[src/rtl/mem_arbiter_if.sv]
// Signal bundle between mem_arbiter, its fetch/data requesters and the shared memory port.
interface mem_arbiter_if;
  logic        i_req;
  logic [31:0] i_addr;
  logic [31:0] i_data;
  logic        i_ready;
  logic        d_req;
  logic        d_we;
  logic [31:0] d_addr;
  logic [31:0] d_wdata;
  logic [31:0] d_rdata;
  logic        d_ready;
  logic        bus_req;
  logic        bus_we;
  logic [31:0] bus_addr;
  logic [31:0] bus_wdata;
  logic [31:0] bus_rdata;
  logic        bus_ack;
  logic        stall;
  logic        err;
  logic [1:0]  dbg_state;

  // Handshake: a requester raises *_req with stable fields and holds them until its one-cycle
  // *_ready pulse; the arbiter holds bus_req and the bus fields stable until the one-cycle bus_ack.
  modport master (
    input  i_req, i_addr, d_req, d_we, d_addr, d_wdata, bus_rdata, bus_ack,
    output i_data, i_ready, d_rdata, d_ready, bus_req, bus_we, bus_addr, bus_wdata,
           stall, err, dbg_state
  );

  modport slave (
    output i_req, i_addr, d_req, d_we, d_addr, d_wdata, bus_rdata, bus_ack,
    input  i_data, i_ready, d_rdata, d_ready, bus_req, bus_we, bus_addr, bus_wdata,
           stall, err, dbg_state
  );
endinterface

[src/rtl/mem_arbiter.sv]
// Two-requester (fetch/data) arbiter onto one memory port with data priority and a starvation cap.
// Optional bus timeout is enabled by defining ARB_TIMEOUT_EN.
module mem_arbiter #(
  parameter int MAX_D_STREAK   = 4,
  parameter int TIMEOUT_CYCLES = 255
) (
  input  logic          clk,
  input  logic          rst,
  mem_arbiter_if.master arb
);
  typedef enum logic [1:0] {IDLE = 2'd0, I_BUS = 2'd1, D_BUS = 2'd2, DONE = 2'd3} state_e;

  localparam int SW = (MAX_D_STREAK < 1) ? 1 : $clog2(MAX_D_STREAK + 1);
  localparam logic [SW-1:0] STREAK_MAX = SW'(MAX_D_STREAK);

  state_e        state_q;
  logic          bus_req_q;
  logic          bus_we_q;
  logic [31:0]   bus_addr_q;
  logic [31:0]   bus_wdata_q;
  logic [31:0]   i_data_q;
  logic [31:0]   d_rdata_q;
  logic          i_ready_q;
  logic          d_ready_q;
  logic [SW-1:0] streak_q;
  logic [SW-1:0] streak_d;
  logic          pick_data;
  logic          pick_fetch;
  logic          bus_done;
  logic [31:0]   done_val;

`ifdef ARB_TIMEOUT_EN
  localparam int TW = (TIMEOUT_CYCLES < 2) ? 1 : $clog2(TIMEOUT_CYCLES + 1);
  localparam logic [TW-1:0] TMO_LAST = TW'(TIMEOUT_CYCLES - 1);
  logic [TW-1:0] tmo_q;
  logic          err_q;
`endif

  // Data wins unless the fetch side has already watched MAX_D_STREAK data grants go by.
  always_comb begin
    pick_data  = arb.d_req && (!arb.i_req || (streak_q != STREAK_MAX));
    pick_fetch = arb.i_req && !pick_data;
    if (!arb.i_req) begin
      streak_d = '0;
    end else if (streak_q == STREAK_MAX) begin
      streak_d = streak_q;
    end else begin
      streak_d = streak_q + 1'b1;
    end
  end

  always_comb begin
    bus_done = 1'b0;
    done_val = arb.bus_rdata;
    if ((state_q == I_BUS) || (state_q == D_BUS)) begin
      if (arb.bus_ack) begin
        bus_done = 1'b1;
      end
`ifdef ARB_TIMEOUT_EN
      else if (tmo_q == TMO_LAST) begin
        bus_done = 1'b1;
        done_val = 32'hDEADBEEF;
      end
`endif
    end
  end

  always_ff @(posedge clk) begin
    if (!rst) begin
      state_q     <= IDLE;
      bus_req_q   <= 1'b0;
      bus_we_q    <= 1'b0;
      bus_addr_q  <= '0;
      bus_wdata_q <= '0;
      i_data_q    <= '0;
      d_rdata_q   <= '0;
      i_ready_q   <= 1'b0;
      d_ready_q   <= 1'b0;
      streak_q    <= '0;
`ifdef ARB_TIMEOUT_EN
      tmo_q       <= '0;
      err_q       <= 1'b0;
`endif
    end else begin
      i_ready_q <= 1'b0;
      d_ready_q <= 1'b0;
`ifdef ARB_TIMEOUT_EN
      err_q     <= 1'b0;
`endif
      case (state_q)
        IDLE: begin
          if (pick_data) begin
            state_q     <= D_BUS;
            bus_req_q   <= 1'b1;
            bus_we_q    <= arb.d_we;
            bus_addr_q  <= arb.d_addr;
            bus_wdata_q <= arb.d_wdata;
            streak_q    <= streak_d;
          end else if (pick_fetch) begin
            state_q     <= I_BUS;
            bus_req_q   <= 1'b1;
            bus_we_q    <= 1'b0;
            bus_addr_q  <= arb.i_addr;
            bus_wdata_q <= '0;
            streak_q    <= '0;
          end
`ifdef ARB_TIMEOUT_EN
          tmo_q <= '0;
`endif
        end
        I_BUS, D_BUS: begin
          if (bus_done) begin
            bus_req_q <= 1'b0;
            state_q   <= DONE;
`ifdef ARB_TIMEOUT_EN
            err_q     <= !arb.bus_ack;
`endif
            if (state_q == I_BUS) begin
              i_data_q  <= done_val;
              i_ready_q <= 1'b1;
            end else begin
              // Writes complete without touching the read register.
              if (!bus_we_q) d_rdata_q <= done_val;
              d_ready_q <= 1'b1;
            end
          end
`ifdef ARB_TIMEOUT_EN
          else begin
            tmo_q <= tmo_q + 1'b1;
          end
`endif
        end
        DONE:    state_q <= IDLE;
        default: state_q <= IDLE;
      endcase
    end
  end

  assign arb.bus_req   = bus_req_q;
  assign arb.bus_we    = bus_we_q;
  assign arb.bus_addr  = bus_addr_q;
  assign arb.bus_wdata = bus_wdata_q;
  assign arb.i_data    = i_data_q;
  assign arb.i_ready   = i_ready_q;
  assign arb.d_rdata   = d_rdata_q;
  assign arb.d_ready   = d_ready_q;
  assign arb.stall     = (arb.i_req & ~i_ready_q) | (arb.d_req & ~d_ready_q);
  assign arb.dbg_state = state_q;
`ifdef ARB_TIMEOUT_EN
  assign arb.err = err_q;
`else
  // Without the timeout there is no error source; the comparison is never true.
  assign arb.err = (TIMEOUT_CYCLES < 0);
`endif
endmodule

[src/flat_wrapper.sv]
// flat-port wrapper written by rule: the top's interface ports become plain ports
module mem_arbiter_flat 
#(
  parameter int MAX_D_STREAK   = 4,
  parameter int TIMEOUT_CYCLES = 255
)
  (clk, rst, arb_i_req, arb_i_addr, arb_d_req, arb_d_we, arb_d_addr, arb_d_wdata, arb_bus_rdata, arb_bus_ack, arb_i_data, arb_i_ready, arb_d_rdata, arb_d_ready, arb_bus_req, arb_bus_we, arb_bus_addr, arb_bus_wdata, arb_stall, arb_err, arb_dbg_state);
  mem_arbiter_if arb_i ();
  input  logic clk;
  input  logic rst;
  input wire logic [$bits(arb_i.i_req)-1:0] arb_i_req;
  input wire logic [$bits(arb_i.i_addr)-1:0] arb_i_addr;
  input wire logic [$bits(arb_i.d_req)-1:0] arb_d_req;
  input wire logic [$bits(arb_i.d_we)-1:0] arb_d_we;
  input wire logic [$bits(arb_i.d_addr)-1:0] arb_d_addr;
  input wire logic [$bits(arb_i.d_wdata)-1:0] arb_d_wdata;
  input wire logic [$bits(arb_i.bus_rdata)-1:0] arb_bus_rdata;
  input wire logic [$bits(arb_i.bus_ack)-1:0] arb_bus_ack;
  output wire logic [$bits(arb_i.i_data)-1:0] arb_i_data;
  output wire logic [$bits(arb_i.i_ready)-1:0] arb_i_ready;
  output wire logic [$bits(arb_i.d_rdata)-1:0] arb_d_rdata;
  output wire logic [$bits(arb_i.d_ready)-1:0] arb_d_ready;
  output wire logic [$bits(arb_i.bus_req)-1:0] arb_bus_req;
  output wire logic [$bits(arb_i.bus_we)-1:0] arb_bus_we;
  output wire logic [$bits(arb_i.bus_addr)-1:0] arb_bus_addr;
  output wire logic [$bits(arb_i.bus_wdata)-1:0] arb_bus_wdata;
  output wire logic [$bits(arb_i.stall)-1:0] arb_stall;
  output wire logic [$bits(arb_i.err)-1:0] arb_err;
  output wire logic [$bits(arb_i.dbg_state)-1:0] arb_dbg_state;
  assign arb_i.i_req = arb_i_req;
  assign arb_i.i_addr = arb_i_addr;
  assign arb_i.d_req = arb_d_req;
  assign arb_i.d_we = arb_d_we;
  assign arb_i.d_addr = arb_d_addr;
  assign arb_i.d_wdata = arb_d_wdata;
  assign arb_i.bus_rdata = arb_bus_rdata;
  assign arb_i.bus_ack = arb_bus_ack;
  assign arb_i_data = arb_i.i_data;
  assign arb_i_ready = arb_i.i_ready;
  assign arb_d_rdata = arb_i.d_rdata;
  assign arb_d_ready = arb_i.d_ready;
  assign arb_bus_req = arb_i.bus_req;
  assign arb_bus_we = arb_i.bus_we;
  assign arb_bus_addr = arb_i.bus_addr;
  assign arb_bus_wdata = arb_i.bus_wdata;
  assign arb_stall = arb_i.stall;
  assign arb_err = arb_i.err;
  assign arb_dbg_state = arb_i.dbg_state;
  mem_arbiter #(.MAX_D_STREAK(MAX_D_STREAK), .TIMEOUT_CYCLES(TIMEOUT_CYCLES)) u_core (.clk(clk), .rst(rst), .arb(arb_i));
endmodule
[config.mk]
export PLATFORM = sky130hd
export DESIGN_NAME = mem_arbiter_flat
export DESIGN_NICKNAME = d
export VERILOG_FILES = /design/src/rtl/mem_arbiter_if.sv /design/src/rtl/mem_arbiter.sv /design/src/flat_wrapper.sv
export SDC_FILE = /design/constraint.sdc
export NUM_CORES = 1
export LEC_CHECK = 0
export CORE_AREA = 4 4 127 129
export DETAILED_ROUTE_END_ITERATION = 10
export DIE_AREA = 0 0 131 133
export GPL_TIMING_DRIVEN = 0
export MAX_ROUTING_LAYER = met4
export PLACE_DENSITY = 0.75
export REMOVE_ABC_BUFFERS = 1
export SKIP_LAST_GASP = 1
export SLEW_MARGIN = 20
export SYNTH_ARGS = -nofsm -noshare
export SYNTH_HDL_FRONTEND = slang
export SYNTH_SLANG_ARGS = --single-unit
[constraint.sdc]
create_clock -name clk -period 1.4 [get_ports clk]
set_input_delay 0.21 -clock clk [delete_from_list [all_inputs] [get_ports clk]]
set_output_delay 0.21 -clock clk [all_outputs]
set_load 0.02 [all_outputs]
==> implementation parameters <==
Parameter                              Value

Min path
  Hold path startpoint    arb_i_addr[11]
  Class of the tightest hold or removal check    in2reg

Floorplan
  Starting density of the core    36.6%
  Die height    133 µm
  Core ar.    0.0150 mm²
  Site row count    45
  I/O pin cnt    270
  Die boundary width    131 µm
  Area of the die    0.0174 mm²

Drt
  Average wire per cell in the routed design    19.6 µm
  Total via count after detailed routing    6019
  Routed wire length    22900 µm
  DR iter-0 viols    291
  DRC viols    0
  Number of detailed-routing iterations run before antenna repair    4
  Antenna viol nets, final    0
  Detailed-route vias per instance    5.15

STA
  Worst setup slack after layout    -0.168 ns
  Unrepaired setup endpoints after global routing    yes
  Minimum period implied by the final worst setup slack    1.57 ns
  Measured slew at the worst slew-check pin    0.677 ns
  Part of the cycle the worst path needs    112%
  Worst relative slew slack    54.9%
  Post-Route Hold Slack    0.335 ns
  Number of hold violations in the final report    0
  Max-slew violation total from the final report    0
  Setup-violating endpoint count in the final report    36
  Final setup TNS    -3.85 ns
  Worst clock skew    0.0132 ns
  Achievable Freq    638 MHz

Power and ir drop
  Worst supply voltage drop on vdd    0.000943 V
  Post-layout total power    19.7 mW
  Power per cell area    1940 mW/mm²
  Net switching fraction of the power    37.8%
  Sw power    7.46 mW
  Clock power share    23.9%
  Static power due to leakage    4.33 nW
  Total internal power    12.3 mW
  Share of power burned in registers    26.4%
  Combinational power share    49.6%

Setup path
  Stage delay of the slowest cell on the critical path    0.36 ns
  Startpoint of the worst-slack reg-to-reg timing path    u_core.arb.dbg_state[1]
  Worst setup SP type    register
  Worst setup path start    u_core.arb.dbg_state[1]
  Cell family with the largest share of critical-path delay    flip-flops
  Required time of the worst setup path    1.74 ns
  Setup slack on the worst flop-to-flop path    -0.17 ns
  Kind of critical path    reg2reg
  Critical-path cell list    inv_4 -> ha_4 -> buf_6 -> and4bb_4 -> buf_16 -> nand2_2 -> a21boi_1
  Largest driver fanout on the critical path    8
  Critical-path cell with the highest stage delay    dfxtp_2
  Arr. time, crit path    1.91 ns
  Worst path buffer plus inverter count    3
  Element type at the critical path end    register

Flow run
  Max-cap viol count    0

Placed design
  GP Congestion    0.747
  HPWL reported at the end of detailed placement    12000 µm
  Count of port buffers added during placement    268

Global route
  GR Overflow Total    0
  All-Layer GR Usage    24.0%
  First-pass GRT wire length    31300 µm
  Initial antenna violation count    0
  Via count of the first global-routing pass    5767
  Maximum number of pins on one net before global-route repair    70

Layout
  Post-Route Utilization    67.8%
  Total Nets Final    1108
  Combined flip-flop and latch cell area    0.00275 mm²
  Antenna Diode Count    0
  Synth-to-Final Area Change    85.3%
  Area of combinational cells with multiple inputs    0.00320 mm²
  Final-layout fill cell count    1193
  Proportion of layout cells with a drive suffix above 1    22.8%

Synth
  Sequential-to-total area share from yosys stat    49.9%
  Count of mapped cells out of synthesis    666
  Netlist Area Pre-Place    0.00550 mm²
  Mean cell area of the mapped netlist    8.26 µm²
  Register bit count reported by yosys    137
  Post-synth cell types    31
  Warnings from Yosys    0

Clocking
  Total number of H-tree levels    4
  CTS tree    done
  Skew-Pair Late Insertion Delay    0.42 ns
  Total clock sinks    137
  Number of clock buffers inserted by TritonCTS    17
  Number of buffers on the longest clock path    2
  Hold-fix buffer count after cts    0
  Root Buffer    clkbuf_16
  CTS clock-pin slew for the worst setup and hold paths    0.06 ns

Status
  Failing checks    negative setup slack
  Outcome    finished, violations left
==> logic make-up after synthesis <==
| kind of cell | after synthesis | share of synthesized area [%] |
|---|---|---|
| compound gates | 208 | 24.5 |
| buf+inv | 62 | 5.42 |
| flops | 137 | 49.9 |
| other cells | 1 | 0.0682 |
| fa+ha+maj | 6 | 1.37 |
| simple gates | 252 | 18.8 |
==> stage by stage <==
step | cell area (µm²) | cells | worst slack (ns)
after floorplan | 5220 | 610 | -0.738
after global placement | 8140 | 1066 | -3.03
after detailed placement | 8300 | 1071 | -0.838
after CTS | 9450 | 1140 | -0.167
after global routing | 10200 | 1169 | -0.209
final | 10200 | 1169 | -0.168
==> worst min-delay path: cells and delay by family <==
| family | cells | cell delay, ns |
|---|---|---|
| and+or+nand+nor | 1 | 0.06 |
| buffers and inverters | 1 | 0.39 |
| AOI/OAI and AO/OA | 1 | 0.05 |
==> Yosys cell counts, drive strengths merged <==
library cell,number,area share (%)
nor3,1,0.091
conb,1,0.068
o21a,1,0.14
a21boi,98,13
nand2,201,14
dfxtp,137,50
a22oi,1,0.14
nor2,4,0.27
o22ai,2,0.23
a31oi,1,0.11
ha,6,1.4
o211a,1,0.18
clkbuf,24,1.6
a21oi,68,6.9
nor3b,2,0.27
nand4bb,1,0.20
nor2b,4,0.45
o21ai,35,3.3
and2,2,0.27
and4bb,1,0.23
a32oi,1,0.16
inv,6,0.41
nand3,35,3.2
buf,32,3.4
nand2b,1,0.11
==> layout make-up <==
type / count / area share [%]
repair buffers: 323 / 33.0
inverters: 6 / 0.270
clock buffers: 19 / 4.44
multi-input cells: 483 / 31.4
clock inverters: 13 / 1.66
well taps: 188 / 2.31
flip-flops and latches: 137 / 27.0
==> flip-flops by register name, summed over array words and instances (netlist names), 2 cells and up <==
| register | flops |
|---|---|
| u_core.arb.bus_addr | 32 |
| u_core.arb.bus_wdata | 32 |
| u_core.arb.i_data | 32 |
| u_core.arb.dbg_state | 2 |
| u_core.streak_q | 3 |
| u_core.arb.d_rdata | 32 |
==> metal layers <==
layer	vias up	GRT usage, %	routed length (µm)
li1	2865	-	-
met1	2857	27.2	9160
met2	261	39.2	11300
met3	36	9.00	1960
met4	0	7.20	458
met5	-	-	0
==> power by group through the flow <==
stage	sequential (mW)	combinational, mW	clock, mW
3_3_place_gp	5.10	5.68	0
4_1_cts	5.16	8.21	4.79
6_report	5.22	9.79	4.72
2_1_floorplan	6.20	2.21	0
5_1_grt	5.31	10.3	4.94
3_5_place_dp	5.23	6.59	0
==> worst paths after layout <==
kind	endpoint	cells past startpoint
worst max-delay path	u_core.arb.d_rdata[17]	7
worst min-delay path	u_core.arb.bus_addr[11]	3
worst max register to register	u_core.arb.d_rdata[17]	7
worst min register to register	u_core.arb.bus_wdata[2]	2
==> cells in the final DEF (no fill, tap or decap), types with 3 or more instances in the layout <==
master,instances
buf_12,13
buf_4,22
buf_16,7
a21boi_2,16
clkinvlp_4,3
nor2_1,3
bufinv_16,3
nand3_1,31
o21ai_0,31
buf_2,4
dfxtp_2,5
a21boi_0,36
dfxtp_1,131
a21oi_1,36
nand2_2,18
o21ai_1,3
nand2_4,18
clkdlybuf4s50_1,129
a21oi_2,26
a21oi_4,6
and2_4,8
a21boi_1,46
nand2_1,164
buf_6,7
nand3_2,3
nor2b_1,3
o21a_4,7
clkinv_4,3
ha_1,3
clkbuf_16,24
ha_4,3
dlygate4sd2_1,132
==> timing repair <==
action	4_1_cts	5_1_grt
gates cloned	13	15
setup endpoints to repair	271	121
pin swaps	44	57
setup buffers	24	14
gates resized for setup	249	100
No activity file was read; power rests on OpenSTA's default activity.
